--- src/rtl/memory_stage_if.sv ---
// Execute-to-memory handshake, data SRAM load port and memory-to-writeback outputs.
// The slave modport is the memory stage; the master modport is its surroundings.
interface memory_stage_if;
  logic        exe_valid;
  logic        exe_reg_en;
  logic        exe_mem_read;
  logic [5:0]  exe_reg_waddr;
  logic [31:0] alu_result;
  logic [31:0] alu_result_reg;
  logic        exe_double_en;
  logic        exe_is_div;
  logic [31:0] exe_HI_wdata;
  logic [31:0] exe_LO_wdata;
  logic        div_complete;
  logic        wb_allowin;
  logic [31:0] data_sram_rdata;
  logic        mem_allowin;
  logic        data_sram_en;
  logic [31:0] data_sram_addr;
  logic        mem_out_valid;
  logic        mem_reg_en;
  logic [5:0]  mem_reg_waddr;
  logic [31:0] mem_reg_wdata;
  logic [31:0] hi_out;
  logic [31:0] lo_out;

  modport slave (
    input  exe_valid, exe_reg_en, exe_mem_read, exe_reg_waddr, alu_result, alu_result_reg,
           exe_double_en, exe_is_div, exe_HI_wdata, exe_LO_wdata, div_complete, wb_allowin,
           data_sram_rdata,
    output mem_allowin, data_sram_en, data_sram_addr, mem_out_valid, mem_reg_en,
           mem_reg_waddr, mem_reg_wdata, hi_out, lo_out
  );

  modport master (
    output exe_valid, exe_reg_en, exe_mem_read, exe_reg_waddr, alu_result, alu_result_reg,
           exe_double_en, exe_is_div, exe_HI_wdata, exe_LO_wdata, div_complete, wb_allowin,
           data_sram_rdata,
    input  mem_allowin, data_sram_en, data_sram_addr, mem_out_valid, mem_reg_en,
           mem_reg_waddr, mem_reg_wdata, hi_out, lo_out
  );
endinterface

--- src/rtl/memory_stage.sv ---
// Memory pipeline stage: issues loads, forwards GPR results to writeback and owns HI/LO,
// stalling in StDivWait until the divider reports completion.
module memory_stage (
  input  logic           clk,
  input  logic           resetn,
  memory_stage_if.slave  bus
);

  typedef enum logic [0:0] {StRun, StDivWait} state_e;

  state_e      state_q, state_d;
  logic        mem_valid_q, mem_valid_d;
  logic        reg_en_q, reg_en_d;
  logic        mem_read_q, mem_read_d;
  logic [5:0]  reg_waddr_q, reg_waddr_d;
  logic [31:0] alu_result_reg_q, alu_result_reg_d;
  logic [31:0] hi_q, hi_d;
  logic [31:0] lo_q, lo_d;

  logic run;
  logic allowin;
  logic accept;

  assign run     = (state_q == StRun);
  assign allowin = !mem_valid_q || (bus.wb_allowin && run);
  assign accept  = bus.exe_valid && allowin;

  assign bus.mem_allowin    = allowin;
  assign bus.data_sram_en   = accept && bus.exe_mem_read;
  assign bus.data_sram_addr = bus.alu_result;
  assign bus.mem_out_valid  = mem_valid_q && run;
  assign bus.mem_reg_en     = reg_en_q;
  assign bus.mem_reg_waddr  = reg_waddr_q;
  assign bus.mem_reg_wdata  = mem_read_q ? bus.data_sram_rdata : alu_result_reg_q;
  assign bus.hi_out         = hi_q;
  assign bus.lo_out         = lo_q;

  always_comb begin
    state_d          = state_q;
    mem_valid_d      = mem_valid_q;
    reg_en_d         = reg_en_q;
    mem_read_d       = mem_read_q;
    reg_waddr_d      = reg_waddr_q;
    alu_result_reg_d = alu_result_reg_q;
    hi_d             = hi_q;
    lo_d             = lo_q;

    if (accept) begin
      mem_valid_d      = 1'b1;
      reg_en_d         = bus.exe_reg_en;
      mem_read_d       = bus.exe_mem_read;
      reg_waddr_d      = bus.exe_reg_waddr;
      alu_result_reg_d = bus.alu_result_reg;
      // A divide that finishes in its own accept cycle never needs to wait.
      if (bus.exe_double_en) begin
        if (!bus.exe_is_div || bus.div_complete) begin
          hi_d = bus.exe_HI_wdata;
          lo_d = bus.exe_LO_wdata;
        end else begin
          state_d = StDivWait;
        end
      end
    end else if (mem_valid_q && bus.wb_allowin && run) begin
      mem_valid_d = 1'b0;
    end

    // accept is impossible here: the waiting divide keeps mem_valid_q set.
    if (state_q == StDivWait && bus.div_complete) begin
      hi_d    = bus.exe_HI_wdata;
      lo_d    = bus.exe_LO_wdata;
      state_d = StRun;
    end
  end

  always_ff @(posedge clk or negedge resetn) begin
    if (!resetn) begin
      state_q          <= StRun;
      mem_valid_q      <= 1'b0;
      reg_en_q         <= 1'b0;
      mem_read_q       <= 1'b0;
      reg_waddr_q      <= 6'd0;
      alu_result_reg_q <= 32'd0;
      hi_q             <= 32'd0;
      lo_q             <= 32'd0;
    end else begin
      state_q          <= state_d;
      mem_valid_q      <= mem_valid_d;
      reg_en_q         <= reg_en_d;
      mem_read_q       <= mem_read_d;
      reg_waddr_q      <= reg_waddr_d;
      alu_result_reg_q <= alu_result_reg_d;
      hi_q             <= hi_d;
      lo_q             <= lo_d;
    end
  end

endmodule

--- src/flat_wrapper.sv ---
// flat-port wrapper written by rule: the top's interface ports become plain ports
module memory_stage_flat 
  (clk, resetn, bus_exe_valid, bus_exe_reg_en, bus_exe_mem_read, bus_exe_reg_waddr, bus_alu_result, bus_alu_result_reg, bus_exe_double_en, bus_exe_is_div, bus_exe_HI_wdata, bus_exe_LO_wdata, bus_div_complete, bus_wb_allowin, bus_data_sram_rdata, bus_mem_allowin, bus_data_sram_en, bus_data_sram_addr, bus_mem_out_valid, bus_mem_reg_en, bus_mem_reg_waddr, bus_mem_reg_wdata, bus_hi_out, bus_lo_out);
  memory_stage_if bus_i ();
  input  logic clk;
  input  logic resetn;
  input wire logic [$bits(bus_i.exe_valid)-1:0] bus_exe_valid;
  input wire logic [$bits(bus_i.exe_reg_en)-1:0] bus_exe_reg_en;
  input wire logic [$bits(bus_i.exe_mem_read)-1:0] bus_exe_mem_read;
  input wire logic [$bits(bus_i.exe_reg_waddr)-1:0] bus_exe_reg_waddr;
  input wire logic [$bits(bus_i.alu_result)-1:0] bus_alu_result;
  input wire logic [$bits(bus_i.alu_result_reg)-1:0] bus_alu_result_reg;
  input wire logic [$bits(bus_i.exe_double_en)-1:0] bus_exe_double_en;
  input wire logic [$bits(bus_i.exe_is_div)-1:0] bus_exe_is_div;
  input wire logic [$bits(bus_i.exe_HI_wdata)-1:0] bus_exe_HI_wdata;
  input wire logic [$bits(bus_i.exe_LO_wdata)-1:0] bus_exe_LO_wdata;
  input wire logic [$bits(bus_i.div_complete)-1:0] bus_div_complete;
  input wire logic [$bits(bus_i.wb_allowin)-1:0] bus_wb_allowin;
  input wire logic [$bits(bus_i.data_sram_rdata)-1:0] bus_data_sram_rdata;
  output wire logic [$bits(bus_i.mem_allowin)-1:0] bus_mem_allowin;
  output wire logic [$bits(bus_i.data_sram_en)-1:0] bus_data_sram_en;
  output wire logic [$bits(bus_i.data_sram_addr)-1:0] bus_data_sram_addr;
  output wire logic [$bits(bus_i.mem_out_valid)-1:0] bus_mem_out_valid;
  output wire logic [$bits(bus_i.mem_reg_en)-1:0] bus_mem_reg_en;
  output wire logic [$bits(bus_i.mem_reg_waddr)-1:0] bus_mem_reg_waddr;
  output wire logic [$bits(bus_i.mem_reg_wdata)-1:0] bus_mem_reg_wdata;
  output wire logic [$bits(bus_i.hi_out)-1:0] bus_hi_out;
  output wire logic [$bits(bus_i.lo_out)-1:0] bus_lo_out;
  assign bus_i.exe_valid = bus_exe_valid;
  assign bus_i.exe_reg_en = bus_exe_reg_en;
  assign bus_i.exe_mem_read = bus_exe_mem_read;
  assign bus_i.exe_reg_waddr = bus_exe_reg_waddr;
  assign bus_i.alu_result = bus_alu_result;
  assign bus_i.alu_result_reg = bus_alu_result_reg;
  assign bus_i.exe_double_en = bus_exe_double_en;
  assign bus_i.exe_is_div = bus_exe_is_div;
  assign bus_i.exe_HI_wdata = bus_exe_HI_wdata;
  assign bus_i.exe_LO_wdata = bus_exe_LO_wdata;
  assign bus_i.div_complete = bus_div_complete;
  assign bus_i.wb_allowin = bus_wb_allowin;
  assign bus_i.data_sram_rdata = bus_data_sram_rdata;
  assign bus_mem_allowin = bus_i.mem_allowin;
  assign bus_data_sram_en = bus_i.data_sram_en;
  assign bus_data_sram_addr = bus_i.data_sram_addr;
  assign bus_mem_out_valid = bus_i.mem_out_valid;
  assign bus_mem_reg_en = bus_i.mem_reg_en;
  assign bus_mem_reg_waddr = bus_i.mem_reg_waddr;
  assign bus_mem_reg_wdata = bus_i.mem_reg_wdata;
  assign bus_hi_out = bus_i.hi_out;
  assign bus_lo_out = bus_i.lo_out;
  memory_stage u_core (.clk(clk), .resetn(resetn), .bus(bus_i));
endmodule
--- config.mk ---
export PLATFORM = sky130hd
export DESIGN_NAME = memory_stage_flat
export DESIGN_NICKNAME = d
export VERILOG_FILES = /design/src/rtl/memory_stage_if.sv /design/src/rtl/memory_stage.sv /design/src/flat_wrapper.sv
export SDC_FILE = /design/constraint.sdc
export NUM_CORES = 1
export LEC_CHECK = 0
export BUFFER_PORTS_ARGS = -buffer_cell sky130_fd_sc_hd__buf_2
export CAP_MARGIN = 40
export CORE_MARGIN = 8
export CORE_UTILIZATION = 26
export DETAILED_ROUTE_END_ITERATION = 7
export PLACE_DENSITY_LB_ADDON = 0.3
export RECOVER_POWER = 25
export SLEW_MARGIN = 20
export SYNTH_ARGS = -nofsm -noshare
export SYNTH_HDL_FRONTEND = slang
export SYNTH_SLANG_ARGS = --single-unit
export TNS_END_PERCENT = 5
--- constraint.sdc ---
create_clock -name clk -period 2.15 [get_ports clk]
set_input_delay 0.1075 -clock clk [delete_from_list [all_inputs] [get_ports clk]]
set_output_delay 0.1075 -clock clk [all_outputs]
set_load 0.03 [all_outputs]
==> tab_implementation.tex, run 1 <==
\begin{tabular}{lr}
\hline
Metric & Value \\
\hline
\multicolumn{2}{l}{\textbf{Yosys}} \\
\quad Post-Syn Area per Cell & 15.52 um\^{}2 \\
\quad Largest family of logic cells by synthesized area & multiplexers \\
\quad Post-synth design cell area & between 0.004 and 0.005 mm\^{}2 \\
\quad Adder-cell area share of the yosys netlist & 0 \\
\quad Top cells by area in the synthesized netlist & sky130\_fd\_sc\_hd\_\_dfrtp\_1 57\%, sky130\_fd\_sc\_hd\_\_mux2\_2 32\%, sky130\_fd\_sc\_hd\_\_buf\_4 5.2\% \\
\quad Fraction of the mapped netlist area in compound gates & 0.01136 \\
\quad Post-synthesis sequential area ratio & 0.5734 \\
\quad Mux contribution to synthesized area & 0.3311 \\
\quad Fraction of post-synthesis cell area in the top cell type by area & 0.5734 \\
\quad Synthesized netlist net count & between 400 and 500 \\
\quad Simple-gate portion of the synthesized area & 0.01001 \\
\quad Cell variety after synth & 16 \\
\quad Xor and xnor fraction of the mapped netlist area & 0 \\
\quad Gate count after technology mapping & between 200 and 300 \\
\quad Count of warnings emitted by yosys & 0 \\
\quad Synth Register Bits & about 110 \\
\quad Cell type contributing the most total cell area after synthesis & sky130\_fd\_sc\_hd\_\_dfrtp\_1 \\
\multicolumn{2}{l}{\textbf{GRT}} \\
\quad Number of global-route vias before repair & 4,225 \\
\quad Number of antenna violations at the first check in global routing & 0 \\
\quad Global-route wire length before repair & 22,000 um \\
\quad Global-route congestion overflow total & 0 \\
\quad Pin count of the biggest net entering global routing & 63 \\
\quad Overall track demand over capacity in global routing & 0.1242 \\
\multicolumn{2}{l}{\textbf{Place}} \\
\quad Number of instances in the placed design & between 700 and 800 \\
\quad Sum of net half-perimeters after detailed placement & 10,010 um \\
\quad Count of input and output buffers & 248 \\
\quad Weighted congestion at the end of routability-driven global placement & 0.7587 \\
\multicolumn{2}{l}{\textbf{Final layout}} \\
\quad Most frequent cells in the layout & 237 x sky130\_fd\_sc\_hd\_\_buf\_2, 132 x sky130\_fd\_sc\_hd\_\_mux2\_2, 106 x sky130\_fd\_sc\_hd\_\_dfrtp\_1 \\
\quad Ant. Diodes & 0 \\
\quad Signed area change from the synthesized netlist to the final layout & 55.99\% \\
\quad Most common library cell in the layout ignoring fill and taps & sky130\_fd\_sc\_hd\_\_buf\_2 \\
\quad Number of cells in the finished layout apart from fillers & between 800 and 900 \\
\quad Share of final-layout standard cells stronger than drive strength 1 & 0.6300 \\
\quad Net count, final & 797 \\
\multicolumn{2}{l}{\textbf{Clocking}} \\
\quad CTS Buf Count & 9 \\
\quad Skew-Pair Late Insertion Delay & 340 ps \\
\quad Clock transition at path regs & 70 ps \\
\quad Setup repair bufs after CTS & 0 \\
\quad CTS Buffer Depth & 2 \\
\quad TritonCTS sink count & 106 \\
\quad Clock root buffer & sky130\_fd\_sc\_hd\_\_clkbuf\_16 \\
\quad CTS tree & done \\
\quad Deepest level of the CTS H-tree & 3 \\
\multicolumn{2}{l}{\textbf{STA}} \\
\quad Worst hold margin & about 40 ps \\
\quad Portion of the clock cycle consumed by the worst path in the final layout & 0.9464 \\
\quad Transition time at the pin with the least slew margin & 1182 ps \\
\quad Min cycle time layout & 2035 ps \\
\quad Maximum achievable frequency & roughly 490 MHz \\
\quad Max transition margin & 0.2120 \\
\quad Unrepaired setup endpoints after global routing & false \\
\quad Final sum of negative setup slack & 0 ps \\
\quad Final Max Tran Viols & 0 \\
\quad Final Hold Violating Endpoints & 0 \\
\quad Setup violation total in the final timing report & 0 \\
\quad Clock skew & 7.416 ps \\
\multicolumn{2}{l}{\textbf{Pwr}} \\
\quad Final Total Pwr & 6.878 mW \\
\quad Peak ir drop on the vdd network & 0.5043 mV \\
\quad Leakage power summed over all cells & 3.405 nW \\
\quad Pwr Density & $\sim$950 mW/mm\^{}2 \\
\multicolumn{2}{l}{\textbf{Setup path}} \\
\quad Nature of the critical path startpoint & register \\
\quad Data required, critical path & 2040 ps \\
\quad Biggest fanout along the worst timing path & 42 \\
\quad Setup CP Type & register to output pin \\
\quad Critical path endpoint category & output pin \\
\quad Worst Path Arrival & 1930 ps \\
\multicolumn{2}{l}{\textbf{Job}} \\
\quad Maximum Capacitance Violations & 0 \\
\multicolumn{2}{l}{\textbf{Min path}} \\
\quad Hold Crit Class & input pin to register \\
\multicolumn{2}{l}{\textbf{Routing}} \\
\quad Vias post-DR & 3,567 \\
\quad Final routed wirelength across all metal layers & 13,830 um \\
\quad Wirelength per Cell & 16.24 um \\
\quad Number of DRC markers after the initial detailed-route iteration & 54 \\
\quad Number of remaining DRC errors & 0 \\
\quad Vias per cell & 4.187 \\
\quad Routed Antenna Nets & 0 \\
\quad DRT Pass-1 Iters & 3 \\
\multicolumn{2}{l}{\textbf{Die}} \\
\quad Area of the die & 0.02232 mm\^{}2 \\
\quad Chip height & 149.4 um \\
\quad IO Count & 313 \\
\quad Core Area & roughly 0.017 mm\^{}2 \\
\quad Row Count & 48 \\
\quad Width of the chip & approximately 150 um \\
\quad Initial standard-cell utilization of the core & 0.2665 \\
\multicolumn{2}{l}{\textbf{Status}} \\
\quad Status & completed \\
\hline
\end{tabular}
flip-flops by register name (all words and copies together) (netlist names):
name                      flops
u_core.bus.mem_reg_en         1
u_core.bus.hi_out            32
u_core.bus.mem_reg_waddr      6
u_core.mem_valid_q            1
u_core.alu_result_reg_q      32
u_core.bus.lo_out            32
u_core.state_q                1
u_core.mem_read_q             1
Yosys cell counts (all sizes together):
| cell | instances |
|---|---|
| and2 | 1 |
| nand2 | 1 |
| mux2 | 136 |
| nor2 | 1 |
| nor2b | 1 |
| a32oi | 1 |
| a31oi | 1 |
| buf | 42 |
| nand2b | 3 |
| a21boi | 1 |
| clkbuf | 4 |
| dfrtp | 106 |
cell families after synthesis:
kind of cell / count (synthesis)
buffers and inverters: 46
flip-flops: 106
AND/OR/NAND/NOR: 7
multiplexers: 136
AO/OA/AOI/OAI: 3
where the power goes:
part,leakage (nW),switching [mW],total [mW],internal [mW]
Clock,0.151,0.760,1.71,0.950
Combinational,2.01,1.51,2.51,1.00
Sequential,1.25,0.221,2.66,2.43
path summary, 6_finish.rpt:
path / start / to / slack (ps) / depth (start not counted)
setup / recovery: u_core.state_q / bus_data_sram_en / 120 / 5
hold / removal: bus_alu_result_reg[30] / u_core.alu_result_reg_q[30] / 40 / 2
setup reg to reg: u_core.state_q / u_core.bus.lo_out[27] / 260 / 5
hold reg to reg: u_core.bus.lo_out[17] / u_core.bus.lo_out[17] / 500 / 1
max in group asynchronous: resetn / u_core.alu_result_reg_q[21] / 680 / 3
min in group asynchronous: resetn / u_core.alu_result_reg_q[10] / 540 / 2
stage by stage:
stage | utilization | setup WS (ps) | instance area [um^2]
3_5_place_dp | 0.3379 | 257.7 | 5866
5_1_grt | 0.4157 | 16.96 | 7216
2_1_floorplan | - | 459.1 | 4626
6_report | 0.4157 | 115.3 | 7216
3_3_place_gp | 0.3379 | 320.4 | 5866
4_1_cts | 0.4166 | 65.60 | 7231
per-layer routing:
metal / wire [um] / part of all wire / GRT usage / vias to the layer above
li1: - / - / - / 1662
met1: 4909 / 0.35 / 0.1249 / 1705
met2: 6818 / 0.49 / 0.2135 / 167
met3: 1658 / 0.12 / 0.05552 / 33
met4: 447 / 0.032 / 0.06411 / 0
met5: 0 / 0 / 0 / -
area by class of cell:
type | instances | area, um^2
Fill cell | 1603 | 10140
Sequential cell | 106 | 2653
Timing Repair Buffer | 359 | 2341
Multi-Input combinational cell | 146 | 1630
Tap cell | 225 | 281.5
Clock buffer | 10 | 239.0
Clock inverter | 6 | 71.32
timing repair:
item | CTS | global route
resized for setup | 1 | 0
setup endpoints to repair | 1 | 0
hold buffers | 105 | 0
hold endpoints to repair | 148 | 0
worst max-delay path: stages, from the launching register on:
cell and delay (ps):
sky130_fd_sc_hd__dfrtp_1 430, sky130_fd_sc_hd__nand2b_4 180, sky130_fd_sc_hd__a21boi_4 190, sky130_fd_sc_hd__buf_6 360, sky130_fd_sc_hd__and2_1 190, sky130_fd_sc_hd__buf_2 200
Power figures use the tool's default switching activity.
==> inputs of run 2 (changes only) <==
- BUFFER_PORTS_ARGS: -buffer_cell sky130_fd_sc_hd__buf_2 -> -buffer_cell sky130_fd_sc_hd__clkbuf_2
- MAX_ROUTING_LAYER: unset -> met4
==> run 2 against run 1 <==
Against the previous run:
- register-to-register slack better by 80 ps
- first-iteration DRC count up 30%
- non-clock buffer count down 1
- clock power up 6%
- die area unchanged
- worst setup slack better by 28 ps
- sequential share of layout area down 0.18 points
- flip-flop and latch count unchanged
- wire length down 1.6%
- critical endpoint unchanged
- highest routed layer unchanged
==> tab_implementation.tex, run 2 (same netlist as run 1, synthesis figures left out) <==
\begin{tabular}{lr}
\hline
Metric & Value \\
\hline
\multicolumn{2}{l}{\textbf{Final layout}} \\
\quad Share of final-layout standard cells stronger than drive strength 1 & 0.6310 (+0.001006) \\
\quad Most frequent cells in the layout & 238 x sky130\_fd\_sc\_hd\_\_clkbuf\_2, 132 x sky130\_fd\_sc\_hd\_\_mux2\_2, 106 x sky130\_fd\_sc\_hd\_\_dfrtp\_1 \\
\quad Final design area excluding fillers & 0.007252 mm\^{}2 (+0.50\%) \\
\quad Signed area change from the synthesized netlist to the final layout & 56.78\% \\
\quad Most common library cell in the layout ignoring fill and taps & sky130\_fd\_sc\_hd\_\_clkbuf\_2 \\
\quad Filler instances & 1,606 (+0.19\%) \\
\quad Post-route core utilization & 0.4178 (+0.002090) \\
\quad Net count, final & 796 (-0.13\%) \\
\quad Number of cells in the finished layout apart from fillers & 854 (+0.23\%) \\
\multicolumn{2}{l}{\textbf{Setup path}} \\
\quad Data required, critical path & 2040 ps (about the same) \\
\quad Critical path endpoint category & output pin \\
\quad Standard cell with the maximum stage delay on the critical path & sky130\_fd\_sc\_hd\_\_dfrtp\_1 \\
\quad Count of cells along the worst register-to-register path & 5 (unchanged) \\
\quad Worst-path cell chain & nand2b\_4 > a21boi\_4 > buf\_6 > and2\_1 > clkbuf\_2 \\
\quad Setup CP Type & register to output pin \\
\quad Crit path buffers/inverters & 2 (unchanged) \\
\quad Highest cell delay on the worst timing path & 430 ps (about the same) \\
\quad Nature of the critical path startpoint & register \\
\quad Crit-path leading delay family & buffers and inverters \\
\quad Biggest fanout along the worst timing path & 42 (unchanged) \\
\quad Instance count on the critical path & 5 (unchanged) \\
\quad Worst Path Arrival & 1900 ps (-30 ps) \\
\multicolumn{2}{l}{\textbf{Place}} \\
\quad Worst Setup Slack post-DPL & 318.3 ps (+60.67 ps) \\
\quad Count of input and output buffers & 248 (unchanged) \\
\quad Number of instances in the placed design & 731 (unchanged) \\
\quad Weighted congestion at the end of routability-driven global placement & 0.7596 (+0.12\%) \\
\quad Placed cell area & 0.005878 mm\^{}2 (+0.21\%) \\
\quad Sum of net half-perimeters after detailed placement & 9843 um (-1.6\%) \\
\multicolumn{2}{l}{\textbf{Pwr}} \\
\quad Peak ir drop on the vdd network & 0.4661 mV (-7.6\%) \\
\quad Flop pwr share & 0.381 (-0.005) \\
\quad Switching part of the total power & 0.3573 (-0.005232) \\
\quad Leakage power summed over all cells & 3.469 nW (+1.9\%) \\
\quad Logic pwr share & 0.359 (-0.006) \\
\quad Internal power consumption & 4.496 mW (+2.5\%) \\
\quad Clock network fraction of design power & 0.260 (+0.011) \\
\quad Psw & 2.499 mW (+0.24\%) \\
\quad Final Total Pwr & 6.995 mW (+1.7\%) \\
\quad Pwr Density & 964.6 mW/mm\^{}2 (+1.2\%) \\
\multicolumn{2}{l}{\textbf{Routing}} \\
\quad Number of DRC markers after the initial detailed-route iteration & 70 (+30\%) \\
\quad DRT Pass-1 Iters & 4 (+1) \\
\quad Number of remaining DRC errors & 0 (unchanged) \\
\quad Vias post-DR & 3,554 (-0.36\%) \\
\quad Final routed wirelength across all metal layers & 13,620 um (-1.6\%) \\
\quad Vias per cell & 4.162 (-0.60\%) \\
\quad Routed Antenna Nets & 0 (unchanged) \\
\quad Wirelength per Cell & 15.94 um (-1.8\%) \\
\multicolumn{2}{l}{\textbf{Die}} \\
\quad Chip height & 149.4 um (unchanged) \\
\quad Width of the chip & 149.4 um (unchanged) \\
\quad Area of the die & 0.02232 mm\^{}2 (unchanged) \\
\quad IO Count & 313 (unchanged) \\
\quad Initial standard-cell utilization of the core & 0.2665 (unchanged) \\
\quad Row Count & 48 (unchanged) \\
\quad Core Area & 0.01736 mm\^{}2 (unchanged) \\
\multicolumn{2}{l}{\textbf{GRT}} \\
\quad Number of antenna violations at the first check in global routing & 2 (+2) \\
\quad Global-route congestion overflow total & 0 (unchanged) \\
\quad Overall track demand over capacity in global routing & 0.1238 (-0.0004530) \\
\quad Pin count of the biggest net entering global routing & 63 (unchanged) \\
\quad Number of global-route vias before repair & 4,108 (-2.8\%) \\
\quad Global-route wire length before repair & 21,140 um (-3.9\%) \\
\multicolumn{2}{l}{\textbf{Job}} \\
\quad Maximum Capacitance Violations & 0 (unchanged) \\
\multicolumn{2}{l}{\textbf{STA}} \\
\quad Unrepaired setup endpoints after global routing & false \\
\quad Portion of the clock cycle consumed by the worst path in the final layout & 0.9331 (-0.01324) \\
\quad Setup violation total in the final timing report & 0 (unchanged) \\
\quad Clock skew & 6.838 ps (-0.5771 ps) \\
\quad Worst hold margin & 17.71 ps (-23.46 ps) \\
\quad Transition time at the pin with the least slew margin & 1152 ps (-30.49 ps) \\
\quad Final sum of negative setup slack & 0 ps (unchanged) \\
\quad Maximum achievable frequency & 498.5 MHz (+1.4\%) \\
\quad Final Max Tran Viols & 0 (unchanged) \\
\quad Setup WS post-layout & 143.8 ps (+28.46 ps) \\
\quad Max transition margin & 0.2323 (+0.02033) \\
\quad Min cycle time layout & 2006 ps (-28.46 ps) \\
\quad Final Hold Violating Endpoints & 0 (unchanged) \\
\multicolumn{2}{l}{\textbf{Clocking}} \\
\quad Clock root buffer & sky130\_fd\_sc\_hd\_\_clkbuf\_16 \\
\quad Clock transition at path regs & 70 ps (about the same) \\
\quad CTS tree & done \\
\quad Setup repair bufs after CTS & 0 (unchanged) \\
\quad Deepest level of the CTS H-tree & 3 (unchanged) \\
\quad TritonCTS sink count & 106 (unchanged) \\
\quad CTS Buffer Depth & 2 (unchanged) \\
\quad CTS Buf Count & 9 (unchanged) \\
\quad Skew-Pair Late Insertion Delay & 340 ps (about the same) \\
\multicolumn{2}{l}{\textbf{Min path}} \\
\quad Hold Crit Class & input pin to register \\
\quad Hold Crit Depth & 2 (unchanged) \\
\multicolumn{2}{l}{\textbf{Status}} \\
\quad Status & completed \\
\hline
\end{tabular}
==> run 2: layout make-up <==
type | count | area (um^2) | area share
Sequential cell | 106 | 2653 | 0.3658
Timing Repair Buffer | 358 | 2344 | 0.3232
Multi-Input combinational cell | 146 | 1630 | 0.2248
Tap cell | 225 | 281.5 | 0.03882
Clock buffer | 10 | 239.0 | 0.03295
Clock inverter | 6 | 97.59 | 0.01346
Antenna cell | 3 | 7.507 | 0.001035
==> run 2: worst paths after layout <==
| kind | startpoint | endpoint | slack [ps] |
|---|---|---|---|
| max in group asynchronous | resetn | u_core.state_q | 700 |
| worst min-delay path | bus_exe_HI_wdata[19] | u_core.bus.hi_out[19] | 20 |
| worst max-delay path | u_core.state_q | bus_data_sram_en | 140 |
| min in group asynchronous | resetn | u_core.alu_result_reg_q[13] | 530 |
| worst min register to register | u_core.alu_result_reg_q[2] | u_core.alu_result_reg_q[2] | 500 |
| worst max register to register | u_core.state_q | u_core.bus.lo_out[31] | 340 |
==> run 2: worst reg2reg max path: stages (launching register included) <==
cell	delay, ps
sky130_fd_sc_hd__dfrtp_1	420
sky130_fd_sc_hd__nand2b_4	170
sky130_fd_sc_hd__a21boi_4	70
sky130_fd_sc_hd__a32oi_4	260
sky130_fd_sc_hd__buf_4	370
sky130_fd_sc_hd__mux2_2	410
==> run 2: what timing repair did <==
item / 4_1_cts / 5_1_grt
endpoints found under the hold margin: 147 / 0
hold buffers: 104 / 0
resized for setup: 1 / 0
setup endpoints to repair: 1 / 0
==> run 2: per-layer routing <==
| layer | wire [um] | GRT usage | vias up | share of wire |
|---|---|---|---|---|
| met5 | 0 | - | - | 0 |
| met4 | 421 | 0.06108 | 0 | 0.031 |
| met3 | 1421 | 0.04490 | 31 | 0.10 |
| met2 | 6855 | 0.2065 | 169 | 0.50 |
| met1 | 4918 | 0.1269 | 1693 | 0.36 |
| li1 | - | - | 1661 | - |
==> run 2: power groups by stage <==
| stage | combinational [mW] | sequential (mW) | clock, mW |
|---|---|---|---|
| detailed placement | 2.39 | 2.70 | 0 |
| global placement | 2.36 | 2.69 | 0 |
| floorplan | 1.04 | 3.35 | 0 |
| finish | 2.51 | 2.67 | 1.82 |
| CTS | 2.55 | 2.66 | 1.93 |
| global route | 2.65 | 2.72 | 2.01 |
